--- config.mk ---
export PLATFORM = sky130hd
export DESIGN_NAME = lab4_3_enable_window_seq_flat
export DESIGN_NICKNAME = d
export VERILOG_FILES = /design/src/rtl/lab4_3_enable_window_seq_pkg.sv /design/src/rtl/lab4_3_enable_window_seq_if.sv /design/src/rtl/lab4_3_down_counter.sv /design/src/rtl/lab4_3_enable_window_seq.sv /design/src/flat_wrapper.sv
export SDC_FILE = /design/constraint.sdc
export NUM_CORES = 1
export LEC_CHECK = 0
export ABC_CLOCK_PERIOD_IN_PS = 3100
export BUFFER_PORTS_ARGS = -buffer_cell sky130_fd_sc_hd__buf_2
export CAP_MARGIN = 20
export CORE_MARGIN = 3
export CORE_UTILIZATION = 50
export DETAILED_ROUTE_END_ITERATION = 16
export HOLD_SLACK_MARGIN = 0.1
export PLACE_DENSITY = 0.73
export SYNTH_ARGS = -nofsm -noshare
export SYNTH_HDL_FRONTEND = slang
export SYNTH_SLANG_ARGS = --single-unit
--- constraint.sdc ---
create_clock -name clk -period 3.1 [get_ports clk]
set_input_delay 0.62 -clock clk [delete_from_list [all_inputs] [get_ports clk]]
set_output_delay 0.62 -clock clk [all_outputs]
set_load 0.01 [all_outputs]
--- src/rtl/lab4_3_enable_window_seq_pkg.sv ---
// Shared state encoding for the enable-window sequencer.
package lab4_3_enable_window_seq_pkg;

  localparam logic [1:0] ENC_IDLE   = 2'd0;
  localparam logic [1:0] ENC_DELAY  = 2'd1;
  localparam logic [1:0] ENC_ACTIVE = 2'd2;
  localparam logic [1:0] ENC_DONE   = 2'd3;

  typedef enum logic [1:0] {
    ST_IDLE   = ENC_IDLE,
    ST_DELAY  = ENC_DELAY,
    ST_ACTIVE = ENC_ACTIVE,
    ST_DONE   = ENC_DONE
  } state_e;

endpackage

--- src/rtl/lab4_3_enable_window_seq_if.sv ---
// Request/window bundle between the sequencer and its controller.
interface lab4_3_enable_window_seq_if #(
  parameter int DLY_W = 4,
  parameter int WIN_W = 4
);

  logic             start;
  logic             abort;
  logic [DLY_W-1:0] delay_len;
  logic [WIN_W-1:0] win_len;
  logic             din;
  logic             a;
  logic             enable;
  logic             busy;
  logic             done;

  modport master (
    output start, abort, delay_len, win_len, din,
    input  a, enable, busy, done
  );

  modport slave (
    input  start, abort, delay_len, win_len, din,
    output a, enable, busy, done
  );

endinterface

--- src/rtl/lab4_3_down_counter.sv ---
// Loadable down counter with a zero flag; load has priority over decrement.
module lab4_3_down_counter #(
  parameter int W = 4
) (
  input  logic         clk,
  input  logic         rst_n,
  input  logic         load_i,
  input  logic [W-1:0] load_val_i,
  input  logic         dec_i,
  output logic         zero_o
);

  logic [W-1:0] cnt_q;
  logic [W-1:0] cnt_d;

  // Next count selection
  always_comb begin
    cnt_d = cnt_q;
    if (load_i) begin
      cnt_d = load_val_i;
    end else if (dec_i) begin
      cnt_d = cnt_q - {{(W-1){1'b0}}, 1'b1};
    end else begin
      cnt_d = cnt_q;
    end
  end

  // Count register
  always_ff @(posedge clk or negedge rst_n) begin
    if (!rst_n) begin
      cnt_q <= {W{1'b0}};
    end else begin
      cnt_q <= cnt_d;
    end
  end

  assign zero_o = (cnt_q == {W{1'b0}});

endmodule

--- src/rtl/lab4_3_enable_window_seq.sv ---
// Start-triggered enable window with programmable delay and length, plus a
// one-cycle registered copy of din; all outputs come straight from flops.
module lab4_3_enable_window_seq
  import lab4_3_enable_window_seq_pkg::*;
#(
  parameter int DLY_W = 4,
  parameter int WIN_W = 4
) (
  input  logic                       clk,
  input  logic                       rst_n,
  lab4_3_enable_window_seq_if.slave  bus
);

  state_e state_q, state_d;
  logic   a_q, enable_q, enable_d, busy_q, busy_d, done_q, done_d;
  logic   win_nz_q, win_nz_d;
  logic   dly_load_s, dly_dec_s, dly_zero_s;
  logic   win_load_s, win_dec_s, win_zero_s;

  // Counters hold length-1 so the zero flag marks the final cycle of a phase.
  lab4_3_down_counter #(.W(DLY_W)) u_dly_cnt (
    .clk        (clk),
    .rst_n      (rst_n),
    .load_i     (dly_load_s),
    .load_val_i (bus.delay_len - {{(DLY_W-1){1'b0}}, 1'b1}),
    .dec_i      (dly_dec_s),
    .zero_o     (dly_zero_s)
  );

  lab4_3_down_counter #(.W(WIN_W)) u_win_cnt (
    .clk        (clk),
    .rst_n      (rst_n),
    .load_i     (win_load_s),
    .load_val_i (bus.win_len - {{(WIN_W-1){1'b0}}, 1'b1}),
    .dec_i      (win_dec_s),
    .zero_o     (win_zero_s)
  );

  // Next-state and next-output logic
  always_comb begin
    state_d    = state_q;
    enable_d   = 1'b0;
    busy_d     = 1'b0;
    done_d     = 1'b0;
    win_nz_d   = win_nz_q;
    dly_load_s = 1'b0;
    dly_dec_s  = 1'b0;
    win_load_s = 1'b0;
    win_dec_s  = 1'b0;
    case (state_q)
      ST_IDLE: begin
        if (bus.start && !bus.abort) begin
          dly_load_s = 1'b1;
          win_load_s = 1'b1;
          win_nz_d   = (bus.win_len != {WIN_W{1'b0}});
          if (bus.delay_len != {DLY_W{1'b0}}) begin
            state_d = ST_DELAY;
          end else if (bus.win_len != {WIN_W{1'b0}}) begin
            state_d = ST_ACTIVE;
          end else begin
            state_d = ST_DONE;
          end
        end else begin
          state_d = ST_IDLE;
        end
      end
      ST_DELAY: begin
        if (bus.abort) begin
          state_d = ST_IDLE;
        end else begin
          busy_d = 1'b1;
          if (dly_zero_s) begin
            state_d = win_nz_q ? ST_ACTIVE : ST_DONE;
          end else begin
            dly_dec_s = 1'b1;
          end
        end
      end
      ST_ACTIVE: begin
        if (bus.abort) begin
          state_d = ST_IDLE;
        end else begin
          busy_d   = 1'b1;
          enable_d = 1'b1;
          if (win_zero_s) begin
            state_d = ST_DONE;
          end else begin
            win_dec_s = 1'b1;
          end
        end
      end
      ST_DONE: begin
        done_d  = 1'b1;
        state_d = ST_IDLE;
      end
      default: begin
        state_d = ST_IDLE;
      end
    endcase
  end

  // State and output registers
  always_ff @(posedge clk or negedge rst_n) begin
    if (!rst_n) begin
      state_q  <= ST_IDLE;
      win_nz_q <= 1'b0;
      a_q      <= 1'b0;
      enable_q <= 1'b0;
      busy_q   <= 1'b0;
      done_q   <= 1'b0;
    end else begin
      state_q  <= state_d;
      win_nz_q <= win_nz_d;
      a_q      <= bus.din;
      enable_q <= enable_d;
      busy_q   <= busy_d;
      done_q   <= done_d;
    end
  end

  assign bus.a      = a_q;
  assign bus.enable = enable_q;
  assign bus.busy   = busy_q;
  assign bus.done   = done_q;

endmodule

--- src/flat_wrapper.sv ---
// flat-port wrapper written by rule: the top's interface ports become plain ports
module lab4_3_enable_window_seq_flat import lab4_3_enable_window_seq_pkg::*;
#(
  parameter int DLY_W = 4,
  parameter int WIN_W = 4
)
  (clk, rst_n, bus_start, bus_abort, bus_delay_len, bus_win_len, bus_din, bus_a, bus_enable, bus_busy, bus_done);
  lab4_3_enable_window_seq_if #(.DLY_W(DLY_W), .WIN_W(WIN_W)) bus_i ();
  input  logic clk;
  input  logic rst_n;
  input wire logic [$bits(bus_i.start)-1:0] bus_start;
  input wire logic [$bits(bus_i.abort)-1:0] bus_abort;
  input wire logic [$bits(bus_i.delay_len)-1:0] bus_delay_len;
  input wire logic [$bits(bus_i.win_len)-1:0] bus_win_len;
  input wire logic [$bits(bus_i.din)-1:0] bus_din;
  output wire logic [$bits(bus_i.a)-1:0] bus_a;
  output wire logic [$bits(bus_i.enable)-1:0] bus_enable;
  output wire logic [$bits(bus_i.busy)-1:0] bus_busy;
  output wire logic [$bits(bus_i.done)-1:0] bus_done;
  assign bus_i.start = bus_start;
  assign bus_i.abort = bus_abort;
  assign bus_i.delay_len = bus_delay_len;
  assign bus_i.win_len = bus_win_len;
  assign bus_i.din = bus_din;
  assign bus_a = bus_i.a;
  assign bus_enable = bus_i.enable;
  assign bus_busy = bus_i.busy;
  assign bus_done = bus_i.done;
  lab4_3_enable_window_seq #(.DLY_W(DLY_W), .WIN_W(WIN_W)) u_core (.clk(clk), .rst_n(rst_n), .bus(bus_i));
endmodule
==> impl_metrics.csv <==
group,metric,value,unit
status,run_status,"finished, final reports clean",
timing,slew_headroom,69.4,%
final_layout,diodes,0,
timing,fmax,0.453,GHz
cts,postCtsSetupBuffers,0,
floorplanning,fp.dieArea,0.00226,mm^2
cts,postCtsHoldBufs,0,
synthesis,synth.cell_area,865,um^2
global_routing,global_route.overflow_total,0,
critical_path,timing.critical_path.buf_inv,3,
critical_path,crit_chain,"inv_1, ha_1, nand2_1, nor2_1, buf_4, and2_1, a21oi_1, ha_1, inv_1, or3_1, a21oi_1, a21oi_1",
global_routing,global_route.usage.met1,24.7,%
global_routing,vias_in_the_first_global_route,679,
cts,resize_count_post_cts,0,
floorplanning,initial_core_util,55.5,%
synthesis,syn_area_per_cell,9.94,um^2
final_layout,nets,129,
synthesis,synth-edff-count,0,
critical_path,crit_family,"simple AND/OR/NAND/NOR gates",
global_routing,grt_pass1_wl,2.94,mm
route,post_drt_wl_per_cell,13.7,um
synthesis,synth_top_area_share,43.4,%
critical_path,critical_path.slowest_cell,"dfrtp_1",
pwr,power.switching_fraction,38.1,%
route,vias_per_cell,5.89,
place,gp_congestion,0.811,
timing,period_needed,2.21,ns
route,drt_first_iter_violations,14,
cts,clk_transition_reported_paths,0.09,ns
final_layout,layout.filler_cells,126,
timing,hold_violations,0,
pwr,power.leakage,0.000474,uW
run,max-cap-violations,0,
cts,numClockSinks,15,
global_routing,grtUsageTotal,18.8,%
pwr,power-per-cell-area,766,mW/mm^2
critical_path,cp_common_cell,"a21oi_1",
cts,clock_tree_from_tritoncts,"built",
global_routing,grt_antenna_before_repair,0,
pwr,power.combinational.fraction,42.5,%
pwr,power.clock.fraction,14.7,%
cts,cts-root-to-sink-buffers,2,
final_layout,design_area,0.00100,mm^2
timing,total_count_of_max_transition_violations_in_the_final_report,0,
timing,total_negative_setup_slacks,0,ns
cts,htreeDepth,1,
pwr,totalPowerFinal,767,uW
route,postRouteWirelength,1.69,mm
pwr,max-vdd-ir-drop,0.389,mV
timing,setup_viol,0,
critical_path,endpoint_kind,"flop",
place,detailed_place_hpwl,1.28,mm
critical_path,critPathMaxStageDelay,0.39,ns
worst_hold_path,hold_class,"in -> async",
global_routing,most_used_routing_layer,"met2",
route,first_pass_iters,4,
synthesis,ys.flop_type,"dfrtp_1",
critical_path,critical_path.startpoint_type,"flop",
floorplanning,core-area,0.00156,mm^2
global_routing,global_route.usage.met3,3.38,%
final_layout,area_growth,15.9,%
floorplanning,die-width,47.6,um
global_routing,met2_usage,31.0,%
synthesis,synth_seq_area_share,43.4,%
cts,cts_made_buffers,3,
critical_path,worst-endpoint-required,3.27,ns
synthesis,syn_inst,87,
synthesis,synth_top_cells_by_area,"dfrtp_1, ha_1, a21oi_1",
synthesis,netlist.top_cell.by_area,"dfrtp_1",
floorplanning,design.portCount,17,
floorplanning,fp.dieH,47.6,um
place,port-buffer-count,16,
synthesis,synth_fp_nets,107,
final_layout,drive_above_1_share,22.2,%
critical_path,crit_fanout,10,
synthesis,synthArstFlopShare,100,%
place,detailed_place.area,976,um^2
critical_path,setup.worst_path.class,"reg -> reg",
floorplanning,rows,14,
global_routing,grt_max_degree,16,
pwr,seq_power_share,42.9,%
timing,timing_worst_slew_pin_value,0.455,ns
route,antenna_violating_nets_post_route,0,
timing,fin_worst_hold_slack,0.225,ns
timing,fin_worst_skew,0.00356,ns
synthesis,yosys_warnings,0,
pwr,p_int,475,uW
cts,cts.root.buffer_cell,"clkbuf_4",
synthesis,ys_types,33,
critical_path,arrival_time_at_the_worst_endpoint,2.38,ns
route,routed-via-count,730,
synthesis,synth-seq-cells,15,
pwr,total_switching_power,292,uW
route,remaining_drc_errors,0,
timing,grt_setup_unrepaired,"false",
cts,clk_latency,0.28,ns
timing,min_period_over_period,71.2,%
## metal layers
layer | part of all wire [%] | vias to the layer above
li1 | - | 362
met1 | 46 | 345
met2 | 48 | 21
met3 | 4.5 | 2
met4 | 0.95 | 0
met5 | 0 | -
## power groups by stage
| stage | clock network [uW] | registers [uW] | logic [uW] |
|---|---|---|---|
| floorplan | 0 | 325 | 239 |
| finish | 112 | 329 | 326 |
| CTS | 113 | 329 | 331 |
| detailed placement | 0 | 332 | 325 |
| global placement | 0 | 331 | 317 |
| global route | 125 | 341 | 379 |
## cells in the mapped netlist (2+ instances only)
cell,count
nor2_1,5
a31oi_1,2
and2_1,2
a21oi_1,9
o21ai_0,5
or3_1,2
o31ai_1,4
dfrtp_1,15
xnor2_1,2
nor4_1,2
inv_1,7
nor2b_1,2
nand2_1,2
nor3_1,2
ha_1,7
mux2i_1,2
## metrics by stage
step / setup slack (ns) / std cells / utilization, %
after floorplan: 0.947 / 87 / -
after global placement: 0.942 / 120 / 62.6
after detailed placement: 0.852 / 120 / 62.6
after CTS: 0.885 / 124 / 64.3
after global routing: 0.651 / 124 / 64.3
final: 0.892 / 124 / 64.3
## cells in the final DEF, fill, tap and decap left out, types with 3 or more instances in the layout
master / count
a21oi_1: 9
buf_2: 16
clkbuf_4: 3
dfrtp_1: 15
ha_1: 7
inv_1: 7
nor2_1: 5
o21ai_0: 5
o31ai_1: 4
## layout make-up
class	count	area, um^2	area share (%)
clock buffers	4	26.3	2.62
inverters	7	26.3	2.62
multi-input cells	64	459	45.8
flip-flops and latches	15	375	37.5
well taps	16	20.0	2.00
repair buffers	18	95.1	9.49
## cell families after synthesis
logic type | count (synthesis) | synth area share (%)
AO/OA/AOI/OAI | 28 | 21.3
XOR/XNOR | 2 | 2.03
adder cells (fa/ha/maj) | 7 | 10.1
buffers and inverters | 8 | 3.47
flip-flops | 15 | 43.4
multiplexers | 3 | 3.62
AND/OR/NAND/NOR | 24 | 16.1
## flip-flops by register name, indices dropped and copies added, names as in the netlist
signal	flops
u_core.u_win_cnt.cnt_q	4
u_core.u_dly_cnt.cnt_q	4
u_core.state_q	2
u_core.bus.enable	1
u_core.bus.a	1
u_core.bus.busy	1
u_core.bus.done	1
u_core.win_nz_q	1
## path summary, 6_finish.rpt
path                                                               to  cells past startpoint  slack, ns                           from
worst min register to register            u_core.win_nz_q$_DFFE_PN0P_                      1       0.49    u_core.win_nz_q$_DFFE_PN0P_
worst max-delay path            u_core.u_dly_cnt.cnt_q[2]$_DFFE_PN0P_                     12       0.89  u_core.state_q[0]$_DFFE_PN0P_
worst min-delay path            u_core.u_win_cnt.cnt_q[3]$_DFFE_PN0P_                      1       0.22                          rst_n
max in group asynchronous               u_core.state_q[1]$_DFFE_PN0P_                      1       2.63                          rst_n
worst max register to register  u_core.u_dly_cnt.cnt_q[2]$_DFFE_PN0P_                     12       0.89  u_core.state_q[0]$_DFFE_PN0P_
min in group clk                               u_core.bus.a$_DFF_PN0_                      1       0.45                        bus_din
## worst register-to-register path, stage by stage (launching register included)
cell     delay [ns]
dfrtp_1        0.39
inv_1          0.10
ha_1           0.22
nand2_1        0.06
nor2_1         0.04
buf_4          0.16
and2_1         0.17
a21oi_1        0.14
ha_1           0.21
inv_1          0.06
or3_1          0.35
a21oi_1        0.16
a21oi_1        0.06
Power figures use the tool's default switching activity.
